## config.mk

```make
export PLATFORM = sky130hd
export DESIGN_NAME = fp32_to_int_pipe
export DESIGN_NICKNAME = d
export VERILOG_FILES = /design/src/rtl/fp_pkg.sv /design/src/rtl/fp32_unpack.sv /design/src/rtl/fp32_to_int_pipe.sv
export SDC_FILE = /design/constraint.sdc
export NUM_CORES = 1
export LEC_CHECK = 0
export ABC_AREA = 1
export BUFFER_PORTS_ARGS = -buffer_cell sky130_fd_sc_hd__buf_2
export CORE_MARGIN = 5
export CORE_UTILIZATION = 65
export DETAILED_ROUTE_END_ITERATION = 10
export PLACE_DENSITY = 0.86
export SETUP_SLACK_MARGIN = 0.15
export SLEW_MARGIN = 15
export SYNTH_ARGS = -nofsm -noshare
export SYNTH_HDL_FRONTEND = slang
export SYNTH_HIERARCHICAL = 1
export SYNTH_SLANG_ARGS = --single-unit
```

## constraint.sdc

```tcl
create_clock -name clk -period 4.1 [get_ports clk]
set_input_delay 0.205 -clock clk [delete_from_list [all_inputs] [get_ports clk]]
set_output_delay 0.205 -clock clk [all_outputs]
set_load 0.01 [all_outputs]
```

## src/rtl/fp_pkg.sv

```systemverilog
// Shared FP32 definitions: field widths, exponent bias, rounding modes,
// operand classes and the exception-flag bundle used by the FP converters.
package fp_pkg;

    localparam int FP_EXP_W = 8;
    localparam int FP_MAN_W = 23;
    localparam int FP_BIAS  = 127;

    typedef enum logic {
        RM_TRUNC = 1'b0,
        RM_RNE   = 1'b1
    } round_mode_e;

    typedef enum logic [2:0] {
        FP_ZERO   = 3'd0,
        FP_DENORM = 3'd1,
        FP_NORMAL = 3'd2,
        FP_INF    = 3'd3,
        FP_NAN    = 3'd4
    } fp_class_e;

    typedef struct packed {
        logic invalid;
        logic overflow;
        logic underflow;
        logic inexact;
    } fp_flags_t;

endpackage

```

## src/rtl/fp32_unpack.sv

```systemverilog
// Combinational FP32 field split and operand classification.
module fp32_unpack
    import fp_pkg::*;
(
    input  logic [31:0]         f,
    output logic                sign,
    output logic [FP_EXP_W-1:0] exp,
    output logic [FP_MAN_W-1:0] man,
    output fp_class_e           cls
);

    assign sign = f[31];
    assign exp  = f[30:23];
    assign man  = f[22:0];

    always_comb begin
        cls = FP_NORMAL;
        if (exp == {FP_EXP_W{1'b0}}) begin
            cls = (man == {FP_MAN_W{1'b0}}) ? FP_ZERO : FP_DENORM;
        end else if (exp == {FP_EXP_W{1'b1}}) begin
            cls = (man == {FP_MAN_W{1'b0}}) ? FP_INF : FP_NAN;
        end else begin
            cls = FP_NORMAL;
        end
    end

endmodule

```

## src/rtl/fp32_to_int_pipe.sv

```systemverilog
// Three-stage FP32 -> signed INT_W converter with valid/ready handshake.
// Define FP2INT_ROUND_EN to honour round_mode (RNE); otherwise always truncates.
module fp32_to_int_pipe
    import fp_pkg::*;
#(
    parameter int INT_W = 16
) (
    input  logic             clk,
    input  logic             reset,
    input  logic             in_valid,
    output logic             in_ready,
    input  logic [31:0]      in_float,
    input  logic             round_mode,
    output logic             out_valid,
    input  logic             out_ready,
    output logic [INT_W-1:0] out_int,
    output logic [3:0]       out_flags
);

    localparam logic [32:0] LIM_POS = (33'd1 << (INT_W - 1)) - 33'd1;
    localparam logic [32:0] LIM_NEG = 33'd1 << (INT_W - 1);
    localparam logic [INT_W-1:0] SAT_POS = {1'b0, {(INT_W-1){1'b1}}};
    localparam logic [INT_W-1:0] SAT_NEG = {1'b1, {(INT_W-1){1'b0}}};

    logic en_s;
    assign en_s     = !out_valid || out_ready;
    assign in_ready = en_s;

    // ---------------- S1: unpack / classify ----------------
    logic                unp_sign_s;
    logic [FP_EXP_W-1:0] unp_exp_s;
    logic [FP_MAN_W-1:0] unp_man_s;
    fp_class_e           unp_cls_s;

    fp32_unpack u_unpack (
        .f    (in_float),
        .sign (unp_sign_s),
        .exp  (unp_exp_s),
        .man  (unp_man_s),
        .cls  (unp_cls_s)
    );

    logic        s1_valid_d, s1_valid_q;
    logic        s1_sign_d,  s1_sign_q;
    logic [8:0]  s1_e_d,     s1_e_q;
    logic [23:0] s1_mant_d,  s1_mant_q;
    fp_class_e   s1_cls_d,   s1_cls_q;
`ifdef FP2INT_ROUND_EN
    round_mode_e s1_rm_d, s1_rm_q, s2_rm_d, s2_rm_q;
`else
    logic unused_round_mode_s;
    assign unused_round_mode_s = round_mode;
`endif

    always_comb begin
        s1_valid_d = s1_valid_q;
        s1_sign_d  = s1_sign_q;
        s1_e_d     = s1_e_q;
        s1_mant_d  = s1_mant_q;
        s1_cls_d   = s1_cls_q;
`ifdef FP2INT_ROUND_EN
        s1_rm_d    = s1_rm_q;
`endif
        if (en_s) begin
            s1_valid_d = in_valid;
            s1_sign_d  = unp_sign_s;
            s1_e_d     = $signed({1'b0, unp_exp_s}) - $signed(9'(FP_BIAS));
            s1_mant_d  = {1'b1, unp_man_s};
            s1_cls_d   = unp_cls_s;
`ifdef FP2INT_ROUND_EN
            s1_rm_d    = round_mode_e'(round_mode);
`endif
        end else begin
            s1_valid_d = s1_valid_q;
        end
    end

    // ---------------- S2: align, guard, sticky ----------------
    // Fixed point with 32 fraction bits: integer part [63:32], guard [31].
    logic [8:0]  sh_s;
    logic [63:0] x_s;
    logic        big_s, tiny_s;

    logic        s2_valid_d,  s2_valid_q;
    logic        s2_sign_d,   s2_sign_q;
    fp_class_e   s2_cls_d,    s2_cls_q;
    logic        s2_big_d,    s2_big_q;
    logic [31:0] s2_mag_d,    s2_mag_q;
    logic        s2_guard_d,  s2_guard_q;
    logic        s2_sticky_d, s2_sticky_q;

    always_comb begin
        sh_s   = s1_e_q + 9'sd9;
        x_s    = {40'd0, s1_mant_q} << $unsigned(sh_s);
        big_s  = $signed(s1_e_q) >= $signed(9'(INT_W));
        tiny_s = $signed(s1_e_q) < -9'sd1;

        s2_valid_d  = s2_valid_q;
        s2_sign_d   = s2_sign_q;
        s2_cls_d    = s2_cls_q;
        s2_big_d    = s2_big_q;
        s2_mag_d    = s2_mag_q;
        s2_guard_d  = s2_guard_q;
        s2_sticky_d = s2_sticky_q;
`ifdef FP2INT_ROUND_EN
        s2_rm_d     = s2_rm_q;
`endif
        if (en_s) begin
            s2_valid_d = s1_valid_q;
            s2_sign_d  = s1_sign_q;
            s2_cls_d   = s1_cls_q;
            s2_big_d   = big_s;
`ifdef FP2INT_ROUND_EN
            s2_rm_d    = s1_rm_q;
`endif
            if (tiny_s) begin
                s2_mag_d    = 32'd0;
                s2_guard_d  = 1'b0;
                s2_sticky_d = 1'b1;
            end else if (big_s) begin
                s2_mag_d    = 32'd0;
                s2_guard_d  = 1'b0;
                s2_sticky_d = 1'b0;
            end else begin
                s2_mag_d    = x_s[63:32];
                s2_guard_d  = x_s[31];
                s2_sticky_d = |x_s[30:0];
            end
        end else begin
            s2_valid_d = s2_valid_q;
        end
    end

    // ---------------- S3: round, saturate, negate, flag ----------------
    logic [32:0]      rounded_s;
    logic [INT_W-1:0] mag_n_s;
    logic             ovf_s;
    logic             out_valid_d, out_valid_q;
    logic [INT_W-1:0] out_int_d,   out_int_q;
    fp_flags_t        out_flags_d, out_flags_q;

    always_comb begin
`ifdef FP2INT_ROUND_EN
        rounded_s = {1'b0, s2_mag_q} + {32'd0, (s2_rm_q == RM_RNE) && s2_guard_q
                                               && (s2_sticky_q || s2_mag_q[0])};
`else
        rounded_s = {1'b0, s2_mag_q};
`endif
        mag_n_s = rounded_s[INT_W-1:0];
        ovf_s   = s2_big_q || (s2_sign_q ? (rounded_s > LIM_NEG) : (rounded_s > LIM_POS));

        out_valid_d = out_valid_q;
        out_int_d   = out_int_q;
        out_flags_d = out_flags_q;
        if (en_s) begin
            out_valid_d = s2_valid_q;
            out_flags_d = '0;
            case (s2_cls_q)
                FP_NAN: begin
                    out_int_d           = SAT_POS;
                    out_flags_d.invalid = 1'b1;
                end
                FP_INF: begin
                    out_int_d            = s2_sign_q ? SAT_NEG : SAT_POS;
                    out_flags_d.overflow = 1'b1;
                end
                FP_ZERO: begin
                    out_int_d = {INT_W{1'b0}};
                end
                FP_DENORM: begin
                    out_int_d             = {INT_W{1'b0}};
                    out_flags_d.underflow = 1'b1;
                    out_flags_d.inexact   = 1'b1;
                end
                FP_NORMAL: begin
                    if (ovf_s) begin
                        out_int_d            = s2_sign_q ? SAT_NEG : SAT_POS;
                        out_flags_d.overflow = 1'b1;
                    end else begin
                        out_int_d             = s2_sign_q ? (~mag_n_s + {{(INT_W-1){1'b0}}, 1'b1}) : mag_n_s;
                        out_flags_d.underflow = (rounded_s == 33'd0);
                        out_flags_d.inexact   = s2_guard_q || s2_sticky_q;
                    end
                end
                default: begin
                    out_int_d           = SAT_POS;
                    out_flags_d.invalid = 1'b1;
                end
            endcase
        end else begin
            out_valid_d = out_valid_q;
        end
    end

    // Pipeline registers; reset drops all in-flight data.
    always_ff @(posedge clk or posedge reset) begin
        if (reset) begin
            s1_valid_q  <= 1'b0;
            s1_sign_q   <= 1'b0;
            s1_e_q      <= 9'd0;
            s1_mant_q   <= 24'd0;
            s1_cls_q    <= FP_ZERO;
            s2_valid_q  <= 1'b0;
            s2_sign_q   <= 1'b0;
            s2_cls_q    <= FP_ZERO;
            s2_big_q    <= 1'b0;
            s2_mag_q    <= 32'd0;
            s2_guard_q  <= 1'b0;
            s2_sticky_q <= 1'b0;
            out_valid_q <= 1'b0;
            out_int_q   <= {INT_W{1'b0}};
            out_flags_q <= '0;
        end else begin
            s1_valid_q  <= s1_valid_d;
            s1_sign_q   <= s1_sign_d;
            s1_e_q      <= s1_e_d;
            s1_mant_q   <= s1_mant_d;
            s1_cls_q    <= s1_cls_d;
            s2_valid_q  <= s2_valid_d;
            s2_sign_q   <= s2_sign_d;
            s2_cls_q    <= s2_cls_d;
            s2_big_q    <= s2_big_d;
            s2_mag_q    <= s2_mag_d;
            s2_guard_q  <= s2_guard_d;
            s2_sticky_q <= s2_sticky_d;
            out_valid_q <= out_valid_d;
            out_int_q   <= out_int_d;
            out_flags_q <= out_flags_d;
        end
    end

`ifdef FP2INT_ROUND_EN
    // Rounding-mode tags travel alongside their operands.
    always_ff @(posedge clk or posedge reset) begin
        if (reset) begin
            s1_rm_q <= RM_TRUNC;
            s2_rm_q <= RM_TRUNC;
        end else begin
            s1_rm_q <= s1_rm_d;
            s2_rm_q <= s2_rm_d;
        end
    end
`endif

    assign out_valid = out_valid_q;
    assign out_int   = out_int_q;
    assign out_flags = out_flags_q;

endmodule

```

==> results of run 1 <==
## metrics by stage
stage          cell area, sq um  total power [W]  setup WS [ns]  instances
4_1_cts                    7070          0.00503           1.01       1121
3_5_place_dp               6870          0.00440           1.03       1105
2_1_floorplan              6800          0.00371           1.30        988
3_3_place_gp               6870          0.00433           1.20       1105
5_1_grt                    7070          0.00554          0.579       1121
6_report                   7070          0.00507          0.962       1121
## worst paths after layout
path,depth (start not counted),slack [ns],to
max,14,0.96,out_int[7]
min,2,-0.009,s1_mant_q[1]
max reg2reg,14,0.96,out_int[7]
min reg2reg,1,0.48,out_valid
max in group asynchronous,3,3.19,s1_mant_q[23]
min in group clk,3,0.03,s1_mant_q[22]
## final cells by class
cell class              count  area, sq um  share of cell area [%]
clock buffers              11          151                    2.14
repair buffers             69          375                    5.31
clock inverters             5         43.8                   0.620
multi-input cells         728         3570                    50.5
flip-flops and latches     99         2480                    35.1
inverters                  73          277                    3.91
well taps                 136          170                    2.41
## synth_stat cells (3+ instances only)
master      n  area, sq um
nand2_1   244          916
nand3_1   180          901
dfrtp_1    99         2480
nor2_1     84          315
inv_1      67          251
o21ai_0    54          270
nand4_1    42          263
clkbuf_1   38          143
buf_4      36          270
a21oi_1    29          145
xor2_1     16          140
o22ai_1    10         62.6
buf_2       8         40.0
nor3_1      8         40.0
nand3_2     7         70.1
nand2_2     5         31.3
nor2_2      5         31.3
a31oi_1     4         25.0
ha_1        4         50.1
nor4_1      4         25.0
o211ai_1    4         30.0
a21o_1      3         22.5
buf_1       3         11.3
buf_6       3         33.8
clkinv_1    3         11.3
inv_2       3         11.3
nor3_2      3         30.0
o21ai_1     3         15.0
or2_2       3         18.8
## metal layers
layer,up-vias,part of all wire [%],wire length [microns]
met5,-,0,0
met4,0,1.8,311
met3,33,6.3,1080
met2,250,47,8030
met1,3046,45,7650
li1,3253,-,-
## cells by family (layout without fill, tap and decap cells)
group / after synthesis / count (layout) / synth area share [%]
and+or+nand+nor: 589 / 589 / 39.4
buffers and inverters: 161 / 158 / 11.4
AOI/OAI and AO/OA: 119 / 119 / 10.0
DFF: 99 / 99 / 36.4
xor gates and xnor gates: 16 / 16 / 2.06
adders and majority gates: 4 / 4 / 0.736
## cell usage in the layout, fill, tap and decap left out, types with 5 or more instances in the layout
| master | Yosys | layout |
|---|---|---|
| nand4_1 | 42 | 42 |
| a21oi_1 | 29 | 29 |
| buf_4 | 36 | 12 |
| nand2_2 | 5 | 5 |
| inv_1 | 67 | 66 |
| buf_2 | 8 | 57 |
| nand3_1 | 180 | 180 |
| o21ai_0 | 54 | 54 |
| xor2_1 | 16 | 14 |
| dfrtp_1 | 99 | 99 |
| nor2_1 | 84 | 83 |
| nor3_1 | 8 | 8 |
| nand3_2 | 7 | 7 |
| o22ai_1 | 10 | 10 |
| nor2_2 | 5 | 5 |
| clkbuf_8 | 0 | 11 |
| nand2_1 | 244 | 244 |
## flip-flops by register name, summed over array words and instances (netlist names)
| name | count |
|---|---|
| s2_sticky_q | 1 |
| s1_e_q | 9 |
| s2_valid_q | 1 |
| s2_cls_q | 3 |
| s2_big_q | 1 |
| s2_sign_q | 1 |
| out_valid | 1 |
| s1_cls_q | 3 |
| s2_guard_q | 1 |
| s2_mag_q | 32 |
| out_int | 16 |
| s1_sign_q | 1 |
| s1_valid_q | 1 |
| out_flags | 4 |
| s1_mant_q | 24 |
## power by group through the flow
stage                     clock network [W]  logic (W)  registers (W)
after floorplan                           0    0.00226        0.00144
after CTS                          0.000638    0.00297        0.00143
after detailed placement                  0    0.00295        0.00145
after global routing               0.000683    0.00339        0.00147
after global placement                    0    0.00290        0.00143
final                              0.000634    0.00301        0.00143
## critical path, cell delays in order, from the launching register on
cell and delay, ns:
dfrtp_1 0.39, inv_1 0.10, ha_1 0.15, inv_1 0.05, nor3_2 0.14, inv_1 0.07
nor3_2 0.16, nand4_1 0.11, inv_1 0.10, nand2_1 0.10, o21ai_1 0.16, nand3_2 0.28
a21oi_1 0.80, o21ai_0 0.26, a21oi_1 0.19
==> Flow_metrics.wiki, run 1 <==
{| class="wikitable"
! Metric !! Value
|-
| Run status || complete, but fails checks
|-
| Violations in the final reports || hold timing
|-
| Count of cells resized by post-cts repair || 0
|-
| Post-layout minimum cycle time || 3.14 ns
|-
| Number of sinks driven by the clock tree || 99
|-
| Count of filler cells inserted in the layout || 961
|-
| Setup repair after global routing missed its margin || false
|-
| Proportion of register bits with asynchronous set or reset after synthesis || 100%
|-
| Post-layout utilization of the core || 68.7%
|-
| Count of final hold-check violations || 7
|-
| Floorplan die area || 12600 sq um
|-
| Signal arrival time at the worst endpoint || 3.45 ns
|-
| Placer Congestion || 0.999
|-
| Synthesized area per cell || 6.88 sq um
|-
| Final ANT Viol Nets || 0
|-
| Max-slew violation count || 0
|-
| Antenna violations before repair || 0
|-
| Peak fanout along the critical path || 18
|-
| GRT Util Overall || 27.6%
|-
| Period Utilization, post-route || 76.5%
|-
| Leakage dissipation || 3.53 nW
|-
| Total via count in the routed design || 6582
|-
| Buffers inserted during post-CTS setup optimization || 0
|-
| 1st-iter DRT viols || 734
|-
| Required arrival time at the worst endpoint || 4.41 ns
|-
| Slew HR || 35.5%
|-
| Worst setup path category || reg2reg
|-
| CP startpoint kind || flop
|-
| Deepest level of the CTS H-tree || 3
|-
| Global-route wire length before repair || 29000 microns
|-
| Prevailing post-synth register cell || dfrtp_1
|-
| Maximum clock insertion buffer count || 2
|-
| FMAX || 0.319 GHz
|-
| Skew final || 0.00882 ns
|-
| Worst hold margin || -0.00945 ns
|-
| Sum of negative setup slack || 0 ns
|-
| # port buffers || 57
|-
| Maximum ir drop on the vdd rail || 333 uV
|-
| Post-Syn Area || 6800 sq um
|-
| EDFF count, synth || 0
|-
| CTS Root Cell || clkbuf_8
|-
| Met1 track demand over resource || 39.6%
|-
| Sequential element share of the synthesized area || 36.4%
|-
| Number of top-level design ports || 59
|-
| Standard-cell rows || 37
|-
| Routed WL || 17100 microns
|-
| Reported net switching power || 0.00261 W
|-
| Clock tree from TritonCTS || done
|-
| Synthesis Warnings || 6
|-
| Ratio of total power to cell area || 718 nW/um^2
|-
| Number of detailed-routing iterations run before antenna repair || 5
|-
| Launching point of the worst reg2reg path || s2_mag_q[1]
|-
| Clock latency on the worst-skew pair || 0.38 ns
|-
| Maximum number of pins on one net before global-route repair || 73
|-
| Worst Max-Slew Pin Slew || 0.966 ns
|-
| Number of clock buffers inserted by TritonCTS || 9
|-
| Final Setup Violations || 0
|-
| Endpoint kind of the worst setup timing path || flop
|-
| Switching portion of total power || 51.4%
|-
| Count of hold-fix buffers inserted at cts || 0
|-
| Global routing's busiest layer || met2
|-
| Half-perimeter wire length of the detailed placement result || 12500 microns
|-
| Number of nets produced by synthesis || 1029
|-
| Detailed-route vias per instance || 5.87
|-
| Worst setup path startpoint || s2_mag_q[1]
|-
| Die width || 112 microns
|-
| Area growth from synthesis to layout || 3.94%
|-
| Vias in the first global route || 6070
|-
| DRC || 0
|-
| GRT met3 Usage || 3.50%
|-
| Initial core utilization || 66.1%
|-
| Synth unique cells || 39
|-
| Met2 track demand over resource || 44.8%
|-
| Clock-pin slew on the worst setup and hold paths || 0.10 ns
|-
| Sequential share of power || 28.2%
|-
| Path class of the lowest-slack min-delay path || in2async
|-
| Internal cell power || 0.00247 W
|-
| Core region area || 10300 sq um
|-
| Synth Register Bits || 99
|-
| Fraction of final layout cells sized beyond drive strength 1 || 12.4%
|-
| Number of violations of the max-capacitance limit || 0
|-
| Part of the total power dissipated in combinational logic || 59.3%
|-
| Die Ht || 112 microns
|-
| Layout net count || 1021
|-
| Routed wire length per instance || 15.2 microns
|-
| Remaining global-route overflow || 0
|-
| Syn Inst Count || 988
|-
| Antenna Diode Count || 0
|-
| Clock network power share || 12.5%
|}
No activity file was read; power rests on OpenSTA's default activity.
==> run 2: changes to the inputs <==
--- a/config.mk
+++ b/config.mk
@@ -8,9 +8,9 @@
 export ABC_AREA = 1
 export BUFFER_PORTS_ARGS = -buffer_cell sky130_fd_sc_hd__buf_2
 export CORE_MARGIN = 5
-export CORE_UTILIZATION = 65
+export CORE_UTILIZATION = 61
 export DETAILED_ROUTE_END_ITERATION = 10
-export PLACE_DENSITY = 0.86
+export PLACE_DENSITY = 0.81
 export SETUP_SLACK_MARGIN = 0.15
 export SLEW_MARGIN = 15
 export SYNTH_ARGS = -nofsm -noshare
==> constraint.sdc (replaced) <==
create_clock -name clk -period 3 [get_ports clk]
set_input_delay 0.15 -clock clk [delete_from_list [all_inputs] [get_ports clk]]
set_output_delay 0.15 -clock clk [all_outputs]
set_load 0.01 [all_outputs]
==> run 2 against run 1 <==
Net effect: the run now ends clean; worst setup slack worse by 0.61 ns; register-to-register slack got worse by 0.61 ns; sequential power up 36%; global-route usage decreased by 0.30 points; sequential share of layout area down 2.0 points; critical path depth up 8; wire length up 3.6%; non-clock buffer count is 39 higher; final cell count up 3.8%; core utilization grew 0.17 points; cell area grew 6.2%; sequential cell count unchanged.
==> Flow_metrics.wiki, run 2 (synthesis results as in run 1) <==
{| class="wikitable"
! Metric !! Value
|-
| Final Setup Violations || 0
|-
| Reported net switching power || 0.00363 W
|-
| Leading cell types in the layout, fill and taps excluded || nand2_1, nand3_1, dfrtp_1, nor2_1, inv_1
|-
| Maximum number of pins on one net before global-route repair || 68
|-
| Maximum ir drop on the vdd rail || 443 uV
|-
| CP startpoint kind || flop
|-
| Maximum clock insertion buffer count || 2
|-
| Core region area || 10900 sq um
|-
| Placer Congestion || 1.00
|-
| Slowest stage delay, CP || 0.43 ns
|-
| GRT Util Overall || 27.3%
|-
| Largest Register || s2_mag_q
|-
| Slew HR || 55.7%
|-
| Pre-CTS setup slack || 0.0873 ns
|-
| Antenna violations before repair || 0
|-
| CTS Root Cell || clkbuf_8
|-
| Global-route wire length before repair || 29300 microns
|-
| Area growth from synthesis to layout || 10.4%
|-
| Routed WL || 17700 microns
|-
| Post-layout minimum cycle time || 2.65 ns
|-
| Count of filler cells inserted in the layout || 950
|-
| Peak fanout along the critical path || 5
|-
| Leakage dissipation || 3.71 nW
|-
| Part of the total power dissipated in combinational logic || 61.1%
|-
| Number of clock buffers inserted by TritonCTS || 9
|-
| Layout net count || 1060
|-
| Number of top-level design ports || 59
|-
| Clock-pin slew on the worst setup and hold paths || 0.11 ns
|-
| Sum of negative setup slack || 0 ns
|-
| Count of final hold-check violations || 0
|-
| Path class of the lowest-slack min-delay path || in2reg
|-
| Switching portion of total power || 51.0%
|-
| Total via count in the routed design || 6689
|-
| Multi-input gate area in the final layout || 3630 sq um
|-
| Vias in the first global route || 6017
|-
| Remaining global-route overflow || 0
|-
| Max-slew violation count || 0
|-
| Die width || 116 microns
|-
| Library cell appearing most often on the critical path || nand2_1
|-
| Half-perimeter wire length of the detailed placement result || 12400 microns
|-
| Number of detailed-routing iterations run before antenna repair || 5
|-
| Run status || completed
|-
| Skew final || 0.0210 ns
|-
| Signal arrival time at the worst endpoint || 2.94 ns
|-
| Max reg flops || 32
|-
| Critical Path Slowest Stage Cell || dfrtp_1
|-
| PnR worst setup slack || 0.354 ns
|-
| Deepest level of the CTS H-tree || 3
|-
| Fraction of final layout cells sized beyond drive strength 1 || 14.0%
|-
| Required arrival time at the worst endpoint || 3.29 ns
|-
| Worst setup path category || reg2reg
|-
| Period Utilization, post-route || 88.2%
|-
| Internal cell power || 0.00350 W
|-
| Launching point of the worst reg2reg path || s1_e_q[0]
|-
| Hold path startpoint || in_float[23]
|-
| 1st-iter DRT viols || 627
|-
| Sequential share of power || 27.4%
|-
| Setup repair after global routing missed its margin || true
|-
| Total area of sequential cells || 2480 sq um
|-
| Clock latency on the worst-skew pair || 0.40 ns
|-
| Standard-cell rows || 38
|-
| Capture endpoint of the worst hold path || s1_e_q[0]
|-
| Clock network power share || 11.5%
|-
| Clock tree from TritonCTS || done
|-
| Internal reg-to-reg setup slack || 0.35 ns
|-
| Number of sinks driven by the clock tree || 99
|-
| DRC || 0
|-
| Initial core utilization || 62.4%
|-
| Worst setup path startpoint || s1_e_q[0]
|-
| Worst Max-Slew Pin Slew || 0.663 ns
|-
| Ratio of total power to cell area || 950 nW/um^2
|-
| Antenna Diode Count || 0
|-
| Number of violations of the max-capacitance limit || 0
|-
| Detailed-route vias per instance || 5.75
|-
| Endpoint of the lowest-slack register-to-register path || s2_sticky_q
|-
| Leading cell type in the layout, fill and taps excluded || nand2_1
|-
| Die Ht || 116 microns
|-
| Number of cells on the worst reg-to-reg path || 22
|-
| Routed wire length per instance || 15.2 microns
|-
| Final ANT Viol Nets || 0
|-
| Post-layout utilization of the core || 68.9%
|-
| Worst hold margin || 0.0158 ns
|-
| Floorplan die area || 13400 sq um
|-
| FMAX || 0.378 GHz
|-
| Chain of cells forming the critical path || ha_2 > nand2_1 > nand2_2 > nand2_1 > nand2_1 > nand2_4 > a21oi_4 > buf_4 > nand3_1 > nand2_1 > nand2_1 > nand2_1 > nand2_1 > nand2_2 > nand3_1 > nand2_1 > nor3_1 > nand2_1 > nor2_2 > nand3_2 > nand2_1 > a21oi_2
|-
| Number of cells on the worst hold path || 2
|-
| Endpoint kind of the worst setup timing path || flop
|-
| # port buffers || 57
|}
[run 2: changes by cell type in the layout (fill, tap and decap cells not counted), moves of 2 or more]
cell | previous run | this run
buf_12 | 0 | 2
buf_4 | 12 | 21
buf_6 | 0 | 2
clkbuf_8 | 11 | 9
dlygate4sd3_1 | 0 | 26
ha_1 | 4 | 2
ha_2 | 0 | 2
inv_6 | 1 | 3
nand2_1 | 244 | 241
nand3_1 | 180 | 177
nand3_2 | 7 | 9
[run 2: worst max-delay path by stage]
stage	to	slack, ns	cells past startpoint
floorplan	out_flags[0]	0.26	1
global placement	s2_sticky_q	0.15	20
detailed placement	s2_sticky_q	0.09	21
CTS	s2_sticky_q	0.16	19
global route	s2_sticky_q	0.08	20
finish	s2_sticky_q	0.35	22
[run 2: repair_timing]
item                                   CTS  global route
setup buffers                            0             7
pin swaps                                0             3
endpoints found under the hold margin   57             0
setup endpoints to repair                1            16
gates resized for setup                  1            17
hold buffers                            26             0
[run 2: worst max-delay path, delay by kind of cell, from the launching register on]
kind	cells	cell delay [ns]
DFF	1	0.43
AOI/OAI and AO/OA	2	0.11
buffers and inverters	1	0.16
adders and majority gates	1	0.22
and+or+nand+nor	18	1.63
[run 2: layout make-up]
| class | count | share of cell area [%] |
|---|---|---|
| sequential | 99 | 33.0 |
| tap | 140 | 2.33 |
| timing repair buffer | 108 | 10.2 |
| inverter | 73 | 3.79 |
| clock inverter | 6 | 0.617 |
| clock buffer | 10 | 1.70 |
| multi-input combinational | 728 | 48.3 |
[run 2: layer usage]
layer,global-route usage (%),vias up,wire length [microns]
met5,0,-,0
met4,8.29,0,401
met3,4.54,29,1160
met2,42.6,234,8120
met1,39.2,3099,8000
li1,-,3327,-
[run 2: power by group through the flow]
stage	Combinational, W	Sequential (W)	Clock (W)
2_1_floorplan	0.00309	0.00197	0
3_3_place_gp	0.00407	0.00196	0
3_5_place_dp	0.00411	0.00198	0
4_1_cts	0.00415	0.00195	0.000822
5_1_grt	0.00488	0.00200	0.000877
6_report	0.00436	0.00195	0.000821
[run 2: stage by stage]
| step | total power (W) | std cells | instance area (sq um) |
|---|---|---|---|
| final | 0.00713 | 1164 | 7500 |
| after global routing | 0.00775 | 1164 | 7500 |
| after CTS | 0.00692 | 1157 | 7380 |
| after detailed placement | 0.00608 | 1115 | 6950 |
| after global placement | 0.00603 | 1115 | 6950 |
| after floorplan | 0.00507 | 988 | 6800 |
==> run 3: changes to the inputs <==
--- a/config.mk
+++ b/config.mk
@@ -7,10 +7,12 @@
 export LEC_CHECK = 0
 export ABC_AREA = 1
 export BUFFER_PORTS_ARGS = -buffer_cell sky130_fd_sc_hd__buf_2
+export CORE_ASPECT_RATIO = 1.25
 export CORE_MARGIN = 5
 export CORE_UTILIZATION = 61
 export DETAILED_ROUTE_END_ITERATION = 10
 export PLACE_DENSITY = 0.81
+export RECOVER_POWER = 50
 export SETUP_SLACK_MARGIN = 0.15
 export SLEW_MARGIN = 15
 export SYNTH_ARGS = -nofsm -noshare
==> run 3 against run 2 <==
Net effect: the flow now finishes with violations (hold timing); wire length increased by 0.91%; register-to-register slack worse by 0.08 ns; largest cell class unchanged; total power rose by 7.1%; clock power grew 60%; largest power group unchanged; sequential cell count unchanged; sequential power about the same; first-iteration DRC count decreased by 10%; critical path depth is 2 lower; final cell count down 2.6%.
==> Flow_metrics.wiki, run 3 (synthesis results as in run 1) <==
{| class="wikitable"
! Metric !! Value
|-
| Signal arrival time at the worst endpoint || 2.96 ns
|-
| DRC || 0
|-
| Worst path bufs/invs || 2
|-
| Reported net switching power || 0.00373 W
|-
| Leading cell type in the layout, fill and taps excluded || nand2_1
|-
| Area growth from synthesis to layout || 9.94%
|-
| Peak fanout along the critical path || 15
|-
| Run status || complete, but fails checks
|-
| Ratio of total power to cell area || 1020 nW/um^2
|-
| Number of violations of the max-capacitance limit || 0
|-
| # port buffers || 57
|-
| Detailed-route vias per instance || 5.79
|-
| Post-layout minimum cycle time || 2.73 ns
|-
| Critical Path Slowest Stage Cell || dfrtp_2
|-
| Die width || 104 microns
|-
| Global-route wire length before repair || 29600 microns
|-
| Clock tree from TritonCTS || done
|-
| Half-perimeter wire length of the detailed placement result || 13100 microns
|-
| Final cell count without fillers || 1134
|-
| DP Cell Count || 1111
|-
| Leading cell types in the layout, fill and taps excluded || nand2_1, nand3_1, dfrtp_1, nor2_1, inv_1
|-
| Core region area || 11000 sq um
|-
| Max reg flops || 32
|-
| Chain of cells forming the critical path || ha_4 > nand2_1 > nand2_2 > nand2_1 > nand2_1 > nand2_4 > buf_4 > inv_6 > nand4_1 > nand3_1 > nand3_1 > nand3_1 > nand3_1 > nand2_1 > nor2_1 > nand2_1 > nor2_1 > nand3_2 > nand2_1 > a21oi_2
|-
| Remaining global-route overflow || 0
|-
| Die Ht || 128 microns
|-
| Final ANT Viol Nets || 0
|-
| Clock network power share || 17.1%
|-
| Number of top-level design ports || 59
|-
| Number of clock buffers inserted by TritonCTS || 9
|-
| Antenna Diode Count || 0
|-
| Endpoint kind of the worst setup timing path || flop
|-
| Worst setup path category || reg2reg
|-
| Part of the total power dissipated in combinational logic || 57.1%
|-
| Clock-pin slew on the worst setup and hold paths || 0.07 ns
|-
| Number of cells on the worst hold path || 3
|-
| Path class of the lowest-slack min-delay path || in2reg
|-
| Vias in the first global route || 6197
|-
| Deepest level of the CTS H-tree || 3
|-
| CTS Root Cell || clkbuf_16
|-
| Maximum clock insertion buffer count || 2
|-
| Clock latency on the worst-skew pair || 0.35 ns
|-
| Floorplan die area || 13400 sq um
|-
| Largest Register || s2_mag_q
|-
| Endpoint of the lowest-slack register-to-register path || s2_sticky_q
|-
| Placer Congestion || 0.983
|-
| Count of final hold-check violations || 2
|-
| Maximum number of pins on one net before global-route repair || 100
|-
| Fraction of final layout cells sized beyond drive strength 1 || 13.9%
|-
| Count of filler cells inserted in the layout || 991
|-
| Antenna violations before repair || 0
|-
| Number of detailed-routing iterations run before antenna repair || 6
|-
| Sum of negative setup slack || 0 ns
|-
| Kind of cell with the highest combined delay on the critical path || simple AND/OR/NAND/NOR gates
|-
| Number of cells on the worst reg-to-reg path || 20
|-
| Worst Max-Slew Pin Slew || 1.30 ns
|-
| GRT Util Overall || 27.1%
|-
| Routed wire length per instance || 15.7 microns
|-
| Required arrival time at the worst endpoint || 3.23 ns
|-
| Internal cell power || 0.00391 W
|-
| Library cell appearing most often on the critical path || nand2_1
|-
| Internal reg-to-reg setup slack || 0.27 ns
|-
| Overall power of the completed layout || 0.00764 W
|-
| Launching point of the worst reg2reg path || s1_e_q[0]
|-
| Max-slew violation count || 0
|-
| Hold path startpoint || in_float[13]
|-
| Routed WL || 17800 microns
|-
| Slowest stage delay, CP || 0.45 ns
|-
| 1st-iter DRT viols || 562
|-
| Pre-CTS setup slack || 0.101 ns
|-
| Number of sinks driven by the clock tree || 99
|-
| CP startpoint kind || flop
|-
| Initial core utilization || 61.6%
|-
| Setup repair after global routing missed its margin || true
|-
| Leakage dissipation || 3.67 nW
|-
| Standard-cell rows || 43
|-
| FMAX || 0.366 GHz
|-
| Capture endpoint of the worst hold path || s1_mant_q[13]
|-
| Layout net count || 1035
|-
| PnR worst setup slack || 0.271 ns
|-
| Worst hold margin || -0.00245 ns
|-
| Maximum ir drop on the vdd rail || 555 uV
|-
| Violations in the final reports || hold timing
|-
| Total via count in the routed design || 6570
|-
| Sequential share of power || 25.8%
|-
| Slew HR || 13.6%
|-
| Final Setup Violations || 0
|-
| Switching portion of total power || 48.8%
|-
| Post-layout utilization of the core || 67.8%
|-
| Period Utilization, post-route || 91.0%
|-
| Skew final || 0.00755 ns
|}
-- run 3: power groups by stage --
stage / combinational [W] / clock, W / sequential [W]
2_1_floorplan: 0.00309 / 0 / 0.00197
3_3_place_gp: 0.00411 / 0 / 0.00196
3_5_place_dp: 0.00415 / 0 / 0.00198
4_1_cts: 0.00420 / 0.00131 / 0.00195
5_1_grt: 0.00490 / 0.00138 / 0.00202
6_report: 0.00436 / 0.00131 / 0.00197
-- run 3: worst max path at each step --
| stage | startpoint | endpoint | slack, ns | cells past startpoint |
|---|---|---|---|---|
| after floorplan | reset | out_flags[0] | 0.26 | 1 |
| after global placement | s1_e_q[0] | s2_sticky_q | 0.14 | 21 |
| after detailed placement | s1_e_q[0] | s2_sticky_q | 0.10 | 21 |
| after CTS | s1_e_q[0] | s2_sticky_q | 0.16 | 21 |
| after global routing | s1_e_q[0] | s2_sticky_q | 0.08 | 22 |
| final | s1_e_q[0] | s2_sticky_q | 0.27 | 20 |
-- run 3: per-layer routing --
layer	GRT usage, %	share of wire, %	up-vias
li1	-	-	3289
met4	14.3	4.2	0
met3	2.97	4.8	50
met5	0	0	-
met1	32.8	40	3002
met2	47.4	51	229
-- run 3: through the flow --
stage | cell area (sq um) | hold slack (ns)
floorplan | 6800 | 0.271
global placement | 6950 | 0.312
detailed placement | 6950 | 0.315
CTS | 7350 | 0.000377
global route | 7470 | 0.0143
finish | 7470 | -0.00245
-- run 3: area by class of cell --
cell class,instances,area (sq um),area share [%]
multi-input combinational,728,3680,49.2
sequential,99,2480,33.2
timing repair buffer,82,517,6.91
inverter,73,288,3.85
clock buffer,9,225,3.01
tap,135,169,2.26
clock inverter,7,108,1.44
timing repair inverter,1,8.76,0.117
-- run 3: timing repair --
| action | CTS | global route |
|---|---|---|
| resized for setup | 3 | 31 |
| cloned | 0 | 1 |
| pin swaps | 0 | 3 |
| hold buffers | 4 | 0 |
| hold endpoints to repair | 102 | 0 |
| buffers inserted | 1 | 1 |
| endpoints found under the setup margin | 1 | 2 |
-- run 3: worst min-delay path, stage by stage --
cell and delay [ns]:
buf_2 0.08, nand2_1 0.04, nand2_1 0.04
